--- src/rtl/cell_line_buffer_pkg.sv ---
// Shared geometry constants and fill-FSM state encoding for cell_line_buffer.
package cell_line_buffer_pkg;
    localparam int unsigned CELLS_PER_ROW = 80;
    localparam int unsigned CELL_SHIFT    = 3;
    localparam int unsigned WORD_W        = 16;
    localparam int unsigned LINES         = 480;
    localparam int unsigned ADDR_W        = 9;
    localparam int unsigned ROW_W         = 9;
    localparam int unsigned COL_W         = 10;
    localparam int unsigned WORDS_PER_ROW = CELLS_PER_ROW / WORD_W;
    localparam int unsigned WIDX_W        = $clog2(WORDS_PER_ROW);
    localparam int unsigned CIDX_W        = COL_W - CELL_SHIFT;

    typedef enum logic [1:0] {
        IDLE,
        FETCH,
        DONE
    } fill_state_e;
endpackage

--- src/rtl/cell_line_bank.sv ---
// One-line cell bitmap: word-wide write port, single-bit read port, cleared on reset.
module cell_line_bank
    import cell_line_buffer_pkg::*;
(
    input  logic              clk,
    input  logic              rst,
    input  logic              wr_en,
    input  logic [WIDX_W-1:0] wr_idx,
    input  logic [WORD_W-1:0] wr_data,
    input  logic [CIDX_W-1:0] rd_idx,
    output logic              rd_bit
);
    logic [CELLS_PER_ROW-1:0] bits_q, bits_d;

    always_comb begin
        bits_d = bits_q;
        for (int unsigned w = 0; w < WORDS_PER_ROW; w++) begin
            if (wr_en && (wr_idx == WIDX_W'(w))) begin
                bits_d[w*WORD_W +: WORD_W] = wr_data;
            end
        end
    end

    always_ff @(posedge clk) begin
        if (rst) begin
            bits_q <= '0;
        end else begin
            bits_q <= bits_d;
        end
    end

    always_comb begin
        rd_bit = 1'b0;
        if (rd_idx < CIDX_W'(CELLS_PER_ROW)) begin
            rd_bit = bits_q[rd_idx];
        end
    end
endmodule

--- src/rtl/cell_line_buffer.sv ---
// Ping-pong cell line buffer: fetches the next line's cell row while the current one is shown.
// Optional CELL_LINE_GRID_EN overlays the cell grid on cellAlive.
module cell_line_buffer
    import cell_line_buffer_pkg::*;
(
    input  logic              clk,
    input  logic              rst,
    input  logic              pixEn,
    input  logic [ROW_W-1:0]  row,
    input  logic [COL_W-1:0]  column,
    input  logic              displayActive,
    output logic              memReq,
    output logic [ADDR_W-1:0] memAddr,
    input  logic              memAck,
    input  logic [WORD_W-1:0] memData,
    output logic              cellAlive,
    output logic              underrun
);
    fill_state_e       state_q, state_d;
    logic [WIDX_W-1:0] word_idx_q, word_idx_d;
    logic [ADDR_W-1:0] mem_addr_q, mem_addr_d;
    logic              mem_req_q, mem_req_d;
    logic              fill_done_q, fill_done_d;
    logic              bank_sel_q, bank_sel_d;
    logic              blank_q, blank_d;
    logic              underrun_q, underrun_d;
    logic              cell_alive_q, cell_alive_d;

    logic              line_start;
    logic [ROW_W-1:0]  next_line;
    logic [ADDR_W-1:0] row_base;
    logic [CIDX_W-1:0] cell_idx;
    logic              word_wr;
    logic [1:0]        bank_wr;
    logic [1:0]        bank_rd;

    always_comb begin
        line_start = pixEn && (column == '0);
        next_line  = (row == ROW_W'(LINES - 1)) ? '0 : row + 1'b1;
        row_base   = ADDR_W'(next_line >> CELL_SHIFT) * ADDR_W'(WORDS_PER_ROW);
        cell_idx   = column[COL_W-1:CELL_SHIFT];
        word_wr    = (state_q == FETCH) && memAck && !line_start;
        bank_wr[0] = word_wr && bank_sel_q;
        bank_wr[1] = word_wr && !bank_sel_q;

        state_d     = state_q;
        word_idx_d  = word_idx_q;
        mem_addr_d  = mem_addr_q;
        mem_req_d   = mem_req_q;
        fill_done_d = fill_done_q;
        bank_sel_d  = bank_sel_q;
        blank_d     = blank_q;
        underrun_d  = underrun_q;

        if (line_start) begin
            if (fill_done_q) begin
                bank_sel_d = !bank_sel_q;
                blank_d    = 1'b0;
            end else begin
                blank_d = 1'b1;
                // Late only if a fill was actually requested and the line starting is visible.
                if ((state_q != IDLE) && (row < ROW_W'(LINES))) begin
                    underrun_d = 1'b1;
                end
            end
            state_d     = FETCH;
            word_idx_d  = '0;
            mem_addr_d  = row_base;
            mem_req_d   = 1'b1;
            fill_done_d = 1'b0;
        end else if ((state_q == FETCH) && memAck) begin
            if (word_idx_q == WIDX_W'(WORDS_PER_ROW - 1)) begin
                state_d     = DONE;
                mem_req_d   = 1'b0;
                fill_done_d = 1'b1;
            end else begin
                word_idx_d = word_idx_q + 1'b1;
                mem_addr_d = mem_addr_q + 1'b1;
            end
        end
    end

    // Reads use next-state bank/blank so the line-start pixel already sees the new line.
    always_comb begin
        cell_alive_d = cell_alive_q;
        if (pixEn) begin
            cell_alive_d = displayActive && !blank_d &&
                           (bank_sel_d ? bank_rd[1] : bank_rd[0]);
`ifdef CELL_LINE_GRID_EN
            if (displayActive && ((column[CELL_SHIFT-1:0] == '0) ||
                                  (row[CELL_SHIFT-1:0] == '0))) begin
                cell_alive_d = 1'b1;
            end
`endif
        end
    end

    always_ff @(posedge clk) begin
        if (rst) begin
            state_q      <= IDLE;
            word_idx_q   <= '0;
            mem_addr_q   <= '0;
            mem_req_q    <= 1'b0;
            fill_done_q  <= 1'b0;
            bank_sel_q   <= 1'b0;
            blank_q      <= 1'b0;
            underrun_q   <= 1'b0;
            cell_alive_q <= 1'b0;
        end else begin
            state_q      <= state_d;
            word_idx_q   <= word_idx_d;
            mem_addr_q   <= mem_addr_d;
            mem_req_q    <= mem_req_d;
            fill_done_q  <= fill_done_d;
            bank_sel_q   <= bank_sel_d;
            blank_q      <= blank_d;
            underrun_q   <= underrun_d;
            cell_alive_q <= cell_alive_d;
        end
    end

    for (genvar b = 0; b < 2; b++) begin : g_bank
        cell_line_bank u_bank (
            .clk     (clk),
            .rst     (rst),
            .wr_en   (bank_wr[b]),
            .wr_idx  (word_idx_q),
            .wr_data (memData),
            .rd_idx  (cell_idx),
            .rd_bit  (bank_rd[b])
        );
    end

    assign memReq    = mem_req_q;
    assign memAddr   = mem_addr_q;
    assign cellAlive = cell_alive_q;
    assign underrun  = underrun_q;
endmodule

--- config.mk ---
export PLATFORM = sky130hd
export DESIGN_NAME = cell_line_buffer
export DESIGN_NICKNAME = d
export VERILOG_FILES = /design/src/rtl/cell_line_buffer_pkg.sv /design/src/rtl/cell_line_bank.sv /design/src/rtl/cell_line_buffer.sv
export SDC_FILE = /design/constraint.sdc
export NUM_CORES = 1
export LEC_CHECK = 0
export CORE_UTILIZATION = 53
export CTS_CLUSTER_DIAMETER = 200
export DETAILED_ROUTE_END_ITERATION = 7
export GPL_ROUTABILITY_DRIVEN = 1
export PLACE_DENSITY = 0.72
export SYNTH_ARGS = -nofsm -noshare
export SYNTH_HDL_FRONTEND = slang
export SYNTH_SLANG_ARGS = --single-unit
--- constraint.sdc ---
create_clock -name clk -period 3.6 [get_ports clk]
set_input_delay 0.36 -clock clk [delete_from_list [all_inputs] [get_ports clk]]
set_output_delay 0.36 -clock clk [all_outputs]
set_load 0.02 [all_outputs]
==> run_results.csv <==
group,metric,value,unit
run_status,status,"complete, no violations",
route,via_count,6638,
pwr,leakage,0.00436,µW
placement,dp.cells,1106,
route,wirelength,21.6,mm
clock_tree,clockRootBuffer,"clkbuf_16",
logic_synthesis,synthMuxAreaShare,24.2,%
setup_path,crit_type,"in2reg",
logic_synthesis,synth-edff-count,0,
clock_tree,clk_latency,440,ps
timing,finalSetupTns,0,ps
die,io_pins,52,
grt,grt_pass1_vias,6210,
finish,fillCellCount,1425,
clock_tree,cts.sinks,178,
grt,grt_max_degree,79,
finish,antennaDiodeCount,0,
logic_synthesis,yosysTopAreaCellShare,40.8,%
grt,grt.total_usage,27.2,%
pwr,p_per_area,422,nW/µm²
logic_synthesis,ys_top_cells_by_area,"dfxtp_1 41%, mux2i_1 16%, nor2_1 6.1%, mux4_1 4.8%, a21oi_1 3.7%",
setup_path,crit_path_end_kind,"register",
setup_path,required,3910,ps
finish,area_delta_synth_final,11.6,%
setup_path,path_max_fanout,21,
timing,finalClockSkew,9.72,ps
clock_tree,clk_pin_slew_worst_paths,70,ps
timing,finalCritPeriodShare,80.3,%
logic_synthesis,yosys.area_share.xor_xnor,1.51,%
clock_tree,cts_setup_buffers,0,
clock_tree,htree_num_levels,4,
finish,stdcell_count,1138,
grt,grt_pass1_wl,34.3,mm
route,dr.pass1.iters,8,
logic_synthesis,syn_area,8730,µm²
route,drtAntennaViolNets,0,
route,met2_length,10.2,mm
logic_synthesis,postSynthAreaPerCell,9.69,µm²
die,die-height,130,µm
pwr,ir_worst_vdd,0.353,mV
timing,relSlewSlack,14.9,%
die,core-area,16000,µm²
placement,dp.final_hpwl,13.8,mm
clock_tree,cts_buffer_depth,2,
logic_synthesis,synth-adder-area-share,2.09,%
finish,drive_above_1_share,9.22,%
run,maxCapViolations,0,
logic_synthesis,syn_inst,901,
clock_tree,hold_buffers,0,
route,drc_errors,0,
logic_synthesis,ys_types,71,
logic_synthesis,synth_compound_area_share,9.72,%
setup_path,cp.arrival,3200,ps
die,dieArea,17000,µm²
timing,fin_crit,2890,ps
logic_synthesis,synthTopCellsByCount,"178 x dfxtp_1, 142 x nor2_1, 136 x mux2i_1, 74 x nand2_1, 64 x a21oi_1",
timing,timing.final.hold_violations,0,
route,wl_per_cell,18.9,µm
timing,setup_violations,0,
die,initial_core_util,54.5,%
setup_path,startpoint_type,"primary input",
clock_tree,ctsResizeCount,0,
timing,clock.fmax,346,MHz
route,wl_met3,1.25,mm
timing,hold_slack,455,ps
route,drt_iter0_markers,511,
logic_synthesis,synth_warnings,0,
timing,report.final.slew_viol_count,0,
logic_synthesis,synthFlopType,"dfxtp_1",
route,routed.top_layer,"met4",
logic_synthesis,seq_area_frac_synth,40.8,%
die,dieWidth,130,µm
logic_synthesis,synth-simple-area-share,15.3,%
grt,antenna_found_initial,0,
logic_synthesis,synth-seq-cells,178,
die,std_cell_rows,46,
logic_synthesis,syn_nets,955,
timing,worstMarginPinSlew,1270,ps
finish,final_nets,963,
route,vias_per_cell,5.83,
logic_synthesis,yosysMostFrequentCell,"dfxtp_1",
route,wl_met1,9.68,mm
timing,rsz0062_at_grt,"false",
placement,port_buffers,51,
logic_synthesis,synth_top_family_by_area,"multiplexers",
grt,grt.overflow.total,0,
min_path,holdCritPathClass,"reg2reg",
clock_tree,cts_tree,"built",
logic_synthesis,async_flop_share,0,%
logic_synthesis,synth_top_cell_by_area,"dfxtp_1",
placement,gp_congestion,0.900,
clock_tree,cts_buffers,17,
-- area by class of cell --
class	instances	area [µm²]	area share [%]
Timing Repair Buffer	70	666	6.83
Tap cell	216	270	2.77
Sequential cell	178	3560	36.6
Multi-Input combinational cell	629	4600	47.3
Clock buffer	18	439	4.51
Clock inverter	14	151	1.55
Inverter	13	48.8	0.501
-- worst paths after layout --
kind,startpoint,endpoint,slack [ps],depth (start not counted)
max,column[8],g_bank[1].u_bank.bits_q[12],710,7
min,g_bank[0].u_bank.bits_q[57],g_bank[0].u_bank.bits_q[57],450,2
max reg2reg,fill_done_q,g_bank[1].u_bank.bits_q[12],800,5
min reg2reg,g_bank[0].u_bank.bits_q[57],g_bank[0].u_bank.bits_q[57],450,2
-- flip-flops by register name, indices dropped and copies added (netlist names) --
register	count
blank_q	1
underrun	1
state_q	1
word_idx_q	3
fill_done_q	1
cellAlive	1
memAddr	9
g_bank.u_bank.bits_q	160
bank_sel_q	1
-- report_power, final --
part	total, µW	switching, µW	internal (µW)
Clock	1860	807	1050
Sequential	1970	0.321	1970
Combinational	280	178	103
-- metal layers --
metal  vias to the layer above  global-route usage (%)
met5                         -                       0
met4                         0                    9.44
met3                        39                    6.11
met2                       225                    43.3
met1                      3167                    36.4
li1                       3207                       -
-- layout by cell type, fill, tap and decap left out, drive strengths merged, types with 11 or more instances in the layout --
cell type	count
clkdlybuf4s50	48
nand2	75
nor2	143
ha	13
mux2i	136
inv	17
o21ai	27
buf	22
a211oi	11
a21oi	64
nand3	30
clkbuf	18
mux4	29
dfxtp	178
-- metrics by stage --
stage / util (%) / worst slack (ps) / power [µW] / area (µm²)
after detailed placement: 57.2 / 299 / 2290 / 9150
after CTS: 60.9 / 746 / 4130 / 9740
after global routing: 60.9 / 502 / 4240 / 9740
after floorplan: - / 714 / 2190 / 8730
final: 60.9 / 709 / 4110 / 9740
after global placement: 57.2 / 303 / 2290 / 9150
-- logic make-up after synthesis --
group / count (synthesis)
compound gates: 140
xor+xnor: 15
fa+ha+maj: 14
buf+inv: 94
flops: 178
mux: 168
simple gates: 292
-- critical path, cell delays in order --
cell and delay (ps):
clkdlybuf4s50_1 620, nor4_2 120, and3_1 220, nor3_4 750, nand3_2 680, mux2i_1 350, nor2_1 70
Note: power is estimated with default switching activity, not from simulation.
